## config.mk

```make
export PLATFORM = sky130hd
export DESIGN_NAME = maxpool2d_backward
export DESIGN_NICKNAME = d
export VERILOG_FILES = /design/src/rtl/pool_pkg.sv /design/src/rtl/argmax4.sv /design/src/rtl/maxpool2d_backward.sv
export SDC_FILE = /design/constraint.sdc
export NUM_CORES = 1
export LEC_CHECK = 0
export ABC_CLOCK_PERIOD_IN_PS = 11260
export CAP_MARGIN = 20
export CORE_AREA = 2 2 156 158
export CTS_CLUSTER_SIZE = 30
export DETAILED_ROUTE_END_ITERATION = 16
export DIE_AREA = 0 0 158 160
export PLACE_DENSITY = 0.79
export SKIP_CTS_REPAIR_TIMING = 1
export SLEW_MARGIN = 15
export SYNTH_ARGS = -nofsm -noshare
export SYNTH_HDL_FRONTEND = slang
export SYNTH_SLANG_ARGS = --single-unit
export TNS_END_PERCENT = 1
```

## constraint.sdc

```tcl
create_clock -name clk -period 11.26 [get_ports clk]
set_input_delay 2.815 -clock clk [delete_from_list [all_inputs] [get_ports clk]]
set_output_delay 2.815 -clock clk [all_outputs]
set_load 0.03 [all_outputs]
```

## src/rtl/pool_pkg.sv

```systemverilog
// Shared types and default dimensions for the forward and backward 2x2 max-pool stages.
package pool_pkg;

  typedef enum logic [2:0] {IDLE, READ, CMP, WRITE, DONE} pool_bwd_state_t;

  // Window positions in raster order; the enum order doubles as the tie-break priority.
  typedef enum logic [1:0] {TL, TR, BL, BR} win_pos_t;

  localparam int POOL_CH   = 16;
  localparam int POOL_IN_H = 28;
  localparam int POOL_IN_W = 28;
  localparam int POOL_DW   = 32;

endpackage

```

## src/rtl/argmax4.sv

```systemverilog
// Signed argmax over one 2x2 window; the earliest position wins on ties, as in the forward pool.
module argmax4
  import pool_pkg::*;
#(
  parameter int DW = POOL_DW
) (
  input  logic [DW-1:0] tl,
  input  logic [DW-1:0] tr,
  input  logic [DW-1:0] bl,
  input  logic [DW-1:0] br,
  output logic [1:0]    pos
);

  logic [DW-1:0] best;
  win_pos_t      win;

  // Strict greater-than keeps the earlier candidate when values are equal.
  always_comb begin
    best = tl;
    win  = TL;
    if ($signed(tr) > $signed(best)) begin
      best = tr;
      win  = TR;
    end
    if ($signed(bl) > $signed(best)) begin
      best = bl;
      win  = BL;
    end
    if ($signed(br) > $signed(best)) begin
      best = br;
      win  = BR;
    end
    pos = win;
  end

endmodule

```

## src/rtl/maxpool2d_backward.sv

```systemverilog
// Backward pass of the 2x2/stride-2 max-pool: recomputes each window's argmax and routes
// the pooled gradient to the winner, writing zero to the other three positions.
module maxpool2d_backward
  import pool_pkg::*;
#(
  parameter int CH    = POOL_CH,
  parameter int IN_H  = POOL_IN_H,
  parameter int IN_W  = POOL_IN_W,
  parameter int DW    = POOL_DW,
  parameter int OUT_H = IN_H / 2,
  parameter int OUT_W = IN_W / 2,
  parameter int FA    = $clog2(CH * IN_H * IN_W),
  parameter int PA    = $clog2(CH * OUT_H * OUT_W)
) (
  input  logic          clk,
  input  logic          reset,
  input  logic          start,
  output logic          busy,
  output logic          done,
  output logic          fm_rd_en,
  output logic [FA-1:0] fm_addr,
  input  logic [DW-1:0] fm_rdata,
  output logic          pg_rd_en,
  output logic [PA-1:0] pg_addr,
  input  logic [DW-1:0] pg_rdata,
  output logic          og_we,
  output logic [FA-1:0] og_addr,
  output logic [DW-1:0] og_wdata
);

  localparam int FW = (CH > 1) ? $clog2(CH) : 1;
  localparam int IW = (OUT_H > 1) ? $clog2(OUT_H) : 1;
  localparam int JW = (OUT_W > 1) ? $clog2(OUT_W) : 1;

  if (((IN_H % 2) != 0) || ((IN_W % 2) != 0)) begin : g_bad_dims
    $error("maxpool2d_backward: IN_H and IN_W must both be even");
  end

  pool_bwd_state_t state, state_nxt;
  logic [2:0]      sub;
  logic [FW-1:0]   f;
  logic [IW-1:0]   i;
  logic [JW-1:0]   j;
  logic [DW-1:0]   v [4];
  logic [DW-1:0]   grad;
  win_pos_t        win;
  logic [1:0]      arg_pos;
  logic            last_win;
  logic [FA-1:0]   fm_base;
  logic [PA-1:0]   pg_base;

  function automatic logic [FA-1:0] pos_offset(input logic [1:0] p);
    case (p)
      2'd0:    pos_offset = '0;
      2'd1:    pos_offset = FA'(1);
      2'd2:    pos_offset = FA'(IN_W);
      default: pos_offset = FA'(IN_W + 1);
    endcase
  endfunction

  argmax4 #(.DW(DW)) u_argmax (
    .tl  (v[0]),
    .tr  (v[1]),
    .bl  (v[2]),
    .br  (v[3]),
    .pos (arg_pos)
  );

  always_comb begin
    fm_base  = FA'(f) * FA'(IN_H * IN_W) + FA'(i) * FA'(2 * IN_W) + FA'({j, 1'b0});
    pg_base  = PA'(f) * PA'(OUT_H * OUT_W) + PA'(i) * PA'(OUT_W) + PA'(j);
    last_win = (f == FW'(CH - 1)) && (i == IW'(OUT_H - 1)) && (j == JW'(OUT_W - 1));
  end

  always_ff @(posedge clk or negedge reset) begin
    if (!reset) state <= IDLE;
    else        state <= state_nxt;
  end

  always_comb begin
    state_nxt = state;
    case (state)
      IDLE:    if (start) state_nxt = READ;
      READ:    if (sub == 3'd4) state_nxt = CMP;
      CMP:     state_nxt = WRITE;
      WRITE:   if (sub == 3'd3) state_nxt = last_win ? DONE : READ;
      DONE:    state_nxt = IDLE;
      default: state_nxt = IDLE;
    endcase
  end

  // Each RAM word arrives one cycle after its read, so READ step n captures the value
  // requested at step n-1 and CMP captures the gradient requested in the last READ step.
  always_ff @(posedge clk or negedge reset) begin
    if (!reset) begin
      sub  <= '0;
      f    <= '0;
      i    <= '0;
      j    <= '0;
      v    <= '{default: '0};
      grad <= '0;
      win  <= TL;
    end else begin
      case (state)
        IDLE: begin
          sub <= '0;
          if (start) begin
            f <= '0;
            i <= '0;
            j <= '0;
          end
        end
        READ: begin
          if (sub != 3'd0) v[sub[1:0] - 2'd1] <= fm_rdata;
          sub <= (sub == 3'd4) ? 3'd0 : sub + 3'd1;
        end
        CMP: begin
          grad <= pg_rdata;
          win  <= win_pos_t'(arg_pos);
          sub  <= '0;
        end
        WRITE: begin
          sub <= (sub == 3'd3) ? 3'd0 : sub + 3'd1;
          if (sub == 3'd3) begin
            if (j == JW'(OUT_W - 1)) begin
              j <= '0;
              if (i == IW'(OUT_H - 1)) begin
                i <= '0;
                f <= (f == FW'(CH - 1)) ? '0 : f + FW'(1);
              end else begin
                i <= i + IW'(1);
              end
            end else begin
              j <= j + JW'(1);
            end
          end
        end
        default: sub <= '0;
      endcase
    end
  end

  // Strobes and addresses decode straight from state, so an asynchronous reset drops them at once.
  always_comb begin
    busy     = 1'b0;
    done     = 1'b0;
    fm_rd_en = 1'b0;
    fm_addr  = '0;
    pg_rd_en = 1'b0;
    pg_addr  = '0;
    og_we    = 1'b0;
    og_addr  = '0;
    og_wdata = '0;
    case (state)
      READ: begin
        busy = 1'b1;
        if (sub == 3'd4) begin
          pg_rd_en = 1'b1;
          pg_addr  = pg_base;
        end else begin
          fm_rd_en = 1'b1;
          fm_addr  = fm_base + pos_offset(sub[1:0]);
        end
      end
      CMP: busy = 1'b1;
      WRITE: begin
        busy     = 1'b1;
        og_we    = 1'b1;
        og_addr  = fm_base + pos_offset(sub[1:0]);
        og_wdata = (win_pos_t'(sub[1:0]) == win) ? grad : '0;
      end
      DONE: done = 1'b1;
      default: ;
    endcase
  end

endmodule
```

# After elaboration in Yosys (flattened, before gate mapping)
# Cells that the tools add are included.
totals:
  input_bits: 67
  ff_bits: 180
  output_inout_bits: 77
  elab_cells: 109
op_classes:
  mux: 47
  addsub: 11
  n_bitwise: 1
  n_reduce_logical: 13
  n_lt_le_gt_ge: 5
  multipliers: 4
  n_eq_ne: 17
ops:
  columns: ["cell", "n"]
  rows:
  - ["32-bit two-way mux", 5]
  - ["128-bit bitwise mux", 1]
  - ["32-bit greater-than comparator", 3]
  - ["14-bit two-way mux", 6]
  - ["32-bit demux with 2-bit select", 1]
  - ["4-bit two-way mux", 10]
  - ["14-bit adder", 2]
  - ["12-bit two-way mux", 2]
  - ["4-bit case mux with 2 select lines", 3]
  - ["4-bit by 6-bit multiplier with 10-bit output, second input constant", 2]
  - ["3-bit two-way mux", 6]
  - ["5-bit case mux with 3 select lines", 1]
  - ["14-bit by 10-bit adder with 14-bit output", 1]
  - ["14-bit by 5-bit adder with 14-bit output", 1]
  - ["4-bit by 3-bit multiplier with 7-bit output, second input constant", 2]
  - ["12-bit by 4-bit adder with 12-bit output", 1]
  - ["12-bit by 8-bit adder with 12-bit output", 1]
  - ["4-bit by 1-bit adder with 4-bit output, second input constant", 3]
  - ["4-bit == test, second input constant", 3]
  - ["3-bit case mux with 4 select lines", 1]
  - ["2-bit inequality test, second input constant", 5]
  - ["3-bit by 2-bit == test with 1-bit output, second input constant", 3]
  - ["1-bit two-way mux", 8]
  - ["3-bit == test, second input constant", 2]
  - ["other kinds (21)", 25]

# Depth between registers and ports, before layout
# Gate-level depths: netlist of run 1.
depth:
  ltp_word: 7
  ltp_mapped: 28
  ltp_nobuf: 24

# By module
# From an unflattened synthesis of run 1, not the netlist that was laid out.
unflattened:
  cells_unflattened: 1172
  area_unflattened_um2: 12140.4
modules_own_cells:
  columns: ["module", "seq_area_each_um2", "cells_each", "instances", "area_per_inst_um2"]
  rows:
  - ["maxpool2d_backward", 4504.3, 782, 1, 8908.5]
  - ["argmax4", 0.0, 390, 1, 3231.8]

# Worst setup path after synthesis of run 1
# No wires, ideal clock.
synth_path:
  path_kind: "register -> output"
  start: "register i[0]"
  end: "output port fm_addr[13]"
  slack_ns: 3.886
  path_stages_with_launch: 16
  required_ns: 8.445
  n_path_buf: 1
  t_arrival_ns: 4.559
  cell_sequence: "dfrtp_1 fa_1 ha_1 fa_1 a21o_1 a21o_1 ha_1 ha_1 buf_2 nor2b_1 a221o_1 a211oi_2 nand4b_1 nor4_1 o31a_1 nor3_1"
synth_via:
  elab_chain_len: 6
synth_lines:
  columns: ["element", "line", "source"]
  rows:
  - ["start, declared", "maxpool2d_backward.sv:42", "logic [IW-1:0] i;"]
  - ["start signal, assigned", "maxpool2d_backward.sv:131", "i <= i + IW'(1);"]
  - ["4-bit by 3-bit multiplier with 7-bit output", "maxpool2d_backward.sv:70", "fm_base = FA'(f) * FA'(IN_H * IN_W) + FA'(i) * FA'(2 * IN_W) + FA'({j, 1'b0});"]
  - ["14-bit by 10-bit adder with 14-bit output", "maxpool2d_backward.sv:70", null]
  - ["14-bit by 5-bit adder with 14-bit output", "maxpool2d_backward.sv:70", null]
  - ["14-bit adder", "maxpool2d_backward.sv:162", "fm_addr = fm_base + pos_offset(sub[1:0]);"]
  - ["14-bit two-way mux", "maxpool2d_backward.sv:157", "if (sub == 3'd4) begin"]
  - ["14-bit two-way mux", "maxpool2d_backward.sv:154", "case (state)"]
  - ["end, declared", "maxpool2d_backward.sv:21", "output logic [FA-1:0] fm_addr,"]
# Every way passes these cells.

# Worst setup path after layout of run 1
layout_path:
  start: "register i[2]"
  end: "output port fm_addr[13]"
# The elaborated chain is that of the path after synthesis.

==> out/summary.log, run 1 <==
[synth] dominant cells by area after synthesis dfrtp_1, ha_1, mux2_2
[grt] maximum number of pins on one net before global-route repair 106
[floorplanning] floorplan die height 160 microns
[drt] Post-Route WL 31,460 microns
[grt] final global-route overflow total 0
[sta] slew at the pin closest to its max-slew limit 1.111 ns
[placed_design] Detailed Place HPWL 22,000 microns
[run_status] run status completed
[final_layout] final net count 1,694
[drt] Via-to-Cell Ratio 5.700
[synth] register area share after synthesis 34.56%
[drt] via count 10,323
[synth] EDFF count, synth 0
[clock_network] TritonCTS clock tree yes
[clock_network] sinks on the clock net 180
[drt] Pre-antenna DRT Iters 5
[synth] Cell variety after synth 71
[worst_setup_path] largest fanout of any net on the critical path 10
[hold_path] worst hold-check path type reg -> reg
[drt] remaining number of nets flagged by the antenna check after routing 0
[worst_setup_path] crit start category flip-flop
[synth] synthesized cell area 13,030 sq um
[clock_network] Worst-Skew Late Latency 0.44 ns
[worst_setup_path] data arrival time of the critical path 5.47 ns
[sta] Final TNS setup 0 ns
[sta] max_slew headroom 25.65%
[clock_network] clock edge transition at the registers on the reported setup and hold paths 0.08 ns
[synth] Yosys top cell area share 34.56%
[sta] number of endpoints failing setup at the final stage 0
[drt] initial drt markers 605
[worst_setup_path] start-to-end type of the worst setup path reg -> out
[worst_setup_path] WP data required 8.45 ns
[clock_network] Clk Tree Root Cell clkbuf_16
[sta] number of failing hold endpoints at the final stage 0
[sta] setup clock skew after layout 0.009320 ns
[sta] highest attainable clock frequency 120.6 MHz
[synth] prevailing post-synth register cell dfrtp_1
[clock_network] number of buffers added by the clock tree synthesis step 17
[placed_design] Setup Slack @ Placement 3.294 ns
[worst_setup_path] endpoint class of the critical path primary output
[grt] All-Layer GR Usage 25.89%
[synth] post-synthesis average cell area 9.577 sq um
[sta] unrepaired setup endpoints after global routing no
[grt] wire length of the first global-routing pass 52,700 microns
[synth] synthesized netlist net count 1,581
[floorplanning] number of rows in the core area 57
[sta] part of the cycle the worst path needs 73.62%
[synth] Syn. warnings 0
[final_layout] Synth-to-Final Area Change 16.99%
[final_layout] core occupancy in the finished layout 64.01%
[sta] time the final worst path needs with I/O delays and setup 8.289 ns
[grt] number of global-route vias before repair 10,632
[final_layout] share of post-route cells with drive strength above 1 15.74%
[floorplanning] Die X-Extent 158 microns
[synth] post-synthesis cell count 1,361
[synth] Yosys top cell by area dfrtp_1
[clock_network] H-tree levels 4
[sta] Final Max Slew Viols 0
[drt] Routed WL per cell 17.37 microns
[final_layout] # diodes 0
[grt] initial antenna violation count 0
[floorplanning] Die Footprint 25,280 sq um
[worst_setup_path] setup slack on the worst flop-to-flop path 3.27 ns
[floorplanning] placeable core area 23,820 sq um
[floorplanning] total I/O pin count 144
[synth] proportion of synthesized flip-flops having asynchronous set or reset 100.0%
[floorplanning] Initial Util 54.72%
[sta] setup ws final 2.971 ns
[synth] number of register bits inferred by synthesis 180
[flow_run] Maximum Capacitance Violations 0
[clock_network] clock buffer depth 2
[drt] DRC errors left 0
[placed_design] IO buf count 143
[placed_design] final estimated routing congestion in global placement 0.8428
Yosys cell counts, drive strengths merged, types with 6 or more instances:
master,count
and3,6
ha,143
dfrtp,180
inv,100
nor2,117
a211oi,9
nor3,13
nor4,7
o221ai,30
xnor2,15
o21ai,30
nand4,25
mux2i,32
buf,27
clkbuf,32
a21oi,54
fa,10
nand2,242
a21o,20
xor2,11
and2,42
nand3,15
mux2,131
path summary, 6_finish.rpt:
path,end,startpoint,depth (start not counted)
max,fm_addr[13],i[2]$_DFFE_PN0P_,15
min,grad[5]$_DFFE_PN0P_,grad[5]$_DFFE_PN0P_,2
max reg2reg,win[1]$_DFFE_PN0P_,v[127]$_DFFE_PN0P_,24
min reg2reg,grad[5]$_DFFE_PN0P_,grad[5]$_DFFE_PN0P_,2
max in group asynchronous,v[56]$_DFFE_PN0P_,reset,2
min in group asynchronous,v[8]$_DFFE_PN0P_,reset,1
sequential cells by signal (all words and copies together), names as in the netlist:
| register | cells |
|---|---|
| sub | 3 |
| v | 128 |
| win | 2 |
| grad | 32 |
| state | 3 |
| j | 4 |
| f | 4 |
| i | 4 |
layer usage:
metal | vias up | wire (microns) | global-route usage, % | share of wire (%)
met3 | 51 | 1825 | 6.106 | 5.8
li1 | 4916 | - | - | -
met4 | 0 | 699 | 8.108 | 2.2
met1 | 5080 | 13950 | 33.91 | 44
met5 | - | 0 | 0 | 0
met2 | 276 | 14980 | 42.43 | 48
cell families after synthesis:
group,after synthesis,synth area share [%]
simple gates,496,17.23
compound gates,183,11.40
flops,180,34.56
mux,163,14.64
buf+inv,160,5.165
fa+ha+maj,153,15.26
xor+xnor,26,1.747
cell type report:
class,count,area [sq um]
timing repair buffer,153,1508
clock inverter,15,140.1
multi-input combinational,1021,7886
fill,1982,8572
inverter,101,379.1
clock buffer,17,425.4
sequential,180,4504
tap,324,405.4
worst max-delay path, stage by stage (launching register included):
cell and delay (ns):
dfrtp_1 0.54, fa_1 0.49, ha_1 0.22, fa_1 0.41
a21o_1 0.17, a21o_1 0.17, ha_1 0.27, ha_1 0.43
nor2b_1 0.21, a221o_1 0.34, a211oi_2 0.29, nand4b_1 0.23
nor4_1 0.09, o31a_1 0.33, nor3_1 0.13, clkdlybuf4s50_1 0.70
metrics by stage:
step,hold WS [ns],cells,area [sq um]
global placement,0.4493,1779,14680
finish,0.4661,1811,15250
detailed placement,0.4552,1779,14680
global route,0.5009,1811,15250
floorplan,0.4374,1361,13030
CTS,0.4741,1811,15250
layout by cell type (no fill, tap or decap), drive strengths merged, types with 17 or more instances in the layout:
cell type and n:
clkbuf 17, a21o 20, nor2 117, mux2i 32, inv 108, and2 42
a21oi 54, o221ai 30, o21ai 30, nand2 242, clkdlybuf4s50 142, ha 143
mux2 131, nand4 25, dfrtp 180
Power of run 1 is not shown: default switching activity piles up to over one toggle a cycle in this logic, so the estimate is an artifact.
==> run 2: changes to the inputs <==
--- a/config.mk
+++ b/config.mk
@@ -5,13 +5,13 @@
 export SDC_FILE = /design/constraint.sdc
 export NUM_CORES = 1
 export LEC_CHECK = 0
-export ABC_CLOCK_PERIOD_IN_PS = 11260
+export ABC_CLOCK_PERIOD_IN_PS = 7000
 export CAP_MARGIN = 20
-export CORE_AREA = 2 2 156 158
+export CORE_AREA = 2 2 162 164
 export CTS_CLUSTER_SIZE = 30
 export DETAILED_ROUTE_END_ITERATION = 16
-export DIE_AREA = 0 0 158 160
-export PLACE_DENSITY = 0.79
+export DIE_AREA = 0 0 164 166
+export PLACE_DENSITY = 0.76
 export SKIP_CTS_REPAIR_TIMING = 1
 export SLEW_MARGIN = 15
 export SYNTH_ARGS = -nofsm -noshare
==> constraint.sdc (replaced) <==
create_clock -name clk -period 7 [get_ports clk]
set_input_delay 1.75 -clock clk [delete_from_list [all_inputs] [get_ports clk]]
set_output_delay 1.75 -clock clk [all_outputs]
set_load 0.03 [all_outputs]
==> run 2 against run 1 <==
Clock skew increased by 0.0033 ns. Via count rose by 0.91%. Critical path depth is 2 lower. Final area up 1.9%. Utilization decreased by 3.3 points. Critical path type unchanged. Non-clock buffer count increased by 18. Largest cell class unchanged. Global-route usage shrank 1.2 points. Setup slack got worse by 2.8 ns. Sequential share of layout area fell by 0.55 points. First-iteration DRC count decreased by 11%. Cell count increased by 1.6%. Highest routed layer unchanged. Register-to-register slack worse by 3.1 ns.
==> out/summary.log, run 2 (synthesis gave the netlist of run 1 again) <==
[worst_setup_path] endpoint class of the critical path primary output
[final_layout] highest-count cells in the layout ignoring fill and taps nand2_1, dfrtp_1, ha_1
[drt] via count 10,417
[sta] slew at the pin closest to its max-slew limit 0.9243 ns
[final_layout] Synth-to-Final Area Change 19.24%
[sta] time the final worst path needs with I/O delays and setup 6.872 ns
[placed_design] IO buf count 143
[placed_design] Detailed Place HPWL 23,610 microns
[sta] number of endpoints failing setup at the final stage 0
[sta] part of the cycle the worst path needs 98.17%
[final_layout] final design area excluding fillers 15,540 sq um
[sta] number of failing hold endpoints at the final stage 0
[run_status] run status completed
[worst_setup_path] largest fanout of any net on the critical path 8
[final_layout] final net count 1,712
[floorplanning] Die X-Extent 164 microns
[floorplanning] number of rows in the core area 59
[final_layout] core occupancy in the finished layout 60.67%
[worst_setup_path] crit start category flip-flop
[drt] initial drt markers 540
[hold_path] worst hold-check path type reg -> reg
[worst_setup_path] data arrival time of the critical path 5.12 ns
[clock_network] H-tree levels 4
[grt] number of global-route vias before repair 10,656
[floorplanning] Initial Util 50.88%
[clock_network] sinks on the clock net 180
[placed_design] Setup Slack @ Placement 0.1766 ns
[clock_network] Worst-Skew Late Latency 0.45 ns
[drt] Via-to-Cell Ratio 5.661
[clock_network] clock buffer depth 2
[sta] Hold Slack 0.4681 ns
[sta] max_slew headroom 38.38%
[sta] setup clock skew after layout 0.01265 ns
[clock_network] Clk Tree Root Cell clkbuf_16
[grt] All-Layer GR Usage 24.73%
[placed_design] final estimated routing congestion in global placement 0.9005
[drt] Pre-antenna DRT Iters 5
[sta] setup ws final 0.1280 ns
[drt] Routed WL per cell 18.07 microns
[floorplanning] Die Footprint 27,220 sq um
[sta] Final Max Slew Viols 0
[clock_network] number of buffers added by the clock tree synthesis step 17
[worst_setup_path] Critical Path, Cell by Cell fa_1 -> ha_1 -> fa_1 -> xor2_1 -> ha_1 -> ha_1 -> o21ai_1 -> or2_2 -> a221oi_2 -> nand4b_1 -> xor2_1 -> nor2_1 -> clkdlybuf4s50_1
[drt] remaining number of nets flagged by the antenna check after routing 0
[final_layout] Largest register FFs 128
[grt] initial antenna violation count 0
[worst_setup_path] start-to-end type of the worst setup path reg -> out
[clock_network] TritonCTS clock tree yes
[grt] maximum number of pins on one net before global-route repair 74
[worst_setup_path] cell with the largest stage delay on the worst path clkdlybuf4s50_1
[final_layout] Biggest register v
[worst_setup_path] most frequent cell on the critical path ha_1
[worst_setup_path] delay of the slowest cell on the worst path 0.68 ns
[sta] highest attainable clock frequency 145.5 MHz
[grt] final global-route overflow total 0
[flow_run] Maximum Capacitance Violations 0
[drt] DRC errors left 0
[final_layout] Top Registers v: 128 flops, grad: 32 flops
[clock_network] clock edge transition at the registers on the reported setup and hold paths 0.08 ns
[worst_setup_path] WP data required 5.25 ns
[floorplanning] total I/O pin count 144
[floorplanning] placeable core area 25,620 sq um
[placed_design] Placed Area 14,840 sq um
[final_layout] commonest non-fill, non-tap cell in the layout nand2_1
[floorplanning] floorplan die height 166 microns
[drt] Post-Route WL 33,250 microns
[final_layout] # diodes 0
[grt] wire length of the first global-routing pass 54,010 microns
[final_layout] share of post-route cells with drive strength above 1 17.48%
[sta] unrepaired setup endpoints after global routing yes
[run 2: final timing paths]
kind | startpoint | to | slack, ns | cells past startpoint
worst min-delay path | grad[18]$_DFFE_PN0P_ | grad[18]$_DFFE_PN0P_ | 0.47 | 2
worst min register to register | grad[18]$_DFFE_PN0P_ | grad[18]$_DFFE_PN0P_ | 0.47 | 2
worst max register to register | v[101]$_DFFE_PN0P_ | win[0]$_DFFE_PN0P_ | 0.18 | 26
worst max-delay path | i[0]$_DFFE_PN0P_ | og_addr[11] | 0.13 | 13
min in group asynchronous | reset | v[107]$_DFFE_PN0P_ | 1.25 | 1
max in group asynchronous | reset | i[2]$_DFFE_PN0P_ | 4.36 | 2
[run 2: routing by layer]
layer  global-route usage (%)  vias up  routed length [microns]  part of all wire (%)
met3                    4.820       62                     1901                   5.7
met2                    40.70      295                    16050                    48
met1                    32.33     5100                    14430                    43
met4                    8.924        0                      867                   2.6
met5                        0        -                        0                     0
li1                         -     4960                        -                     -
[run 2: area by class of cell]
cell class | instances | area (sq um)
Clock buffer | 17 | 425.4
Clock inverter | 15 | 167.7
Fill cell | 2082 | 10070
Inverter | 101 | 379.1
Multi-Input combinational cell | 1021 | 7963
Sequential cell | 180 | 4506
Tap cell | 335 | 419.2
Timing Repair Buffer | 171 | 1682
[run 2: critical path: cells and delay by family (launching register included)]
family,cells,cell delay [ns]
flip-flops,1,0.51
buffers and inverters,1,0.68
adder cells (fa/ha/maj),5,1.87
XOR/XNOR,2,0.41
AO/OA/AOI/OAI,2,0.54
AND/OR/NAND/NOR,3,0.68
[run 2: stage by stage]
| stage | instances | setup TNS, ns |
|---|---|---|
| 5_1_grt | 1840 | -0.5169 |
| 3_3_place_gp | 1804 | 0 |
| 3_5_place_dp | 1804 | 0 |
| 6_report | 1840 | 0 |
| 2_1_floorplan | 1361 | 0 |
| 4_1_cts | 1836 | -0.7350 |
Power of run 2 is left out for the same reason.
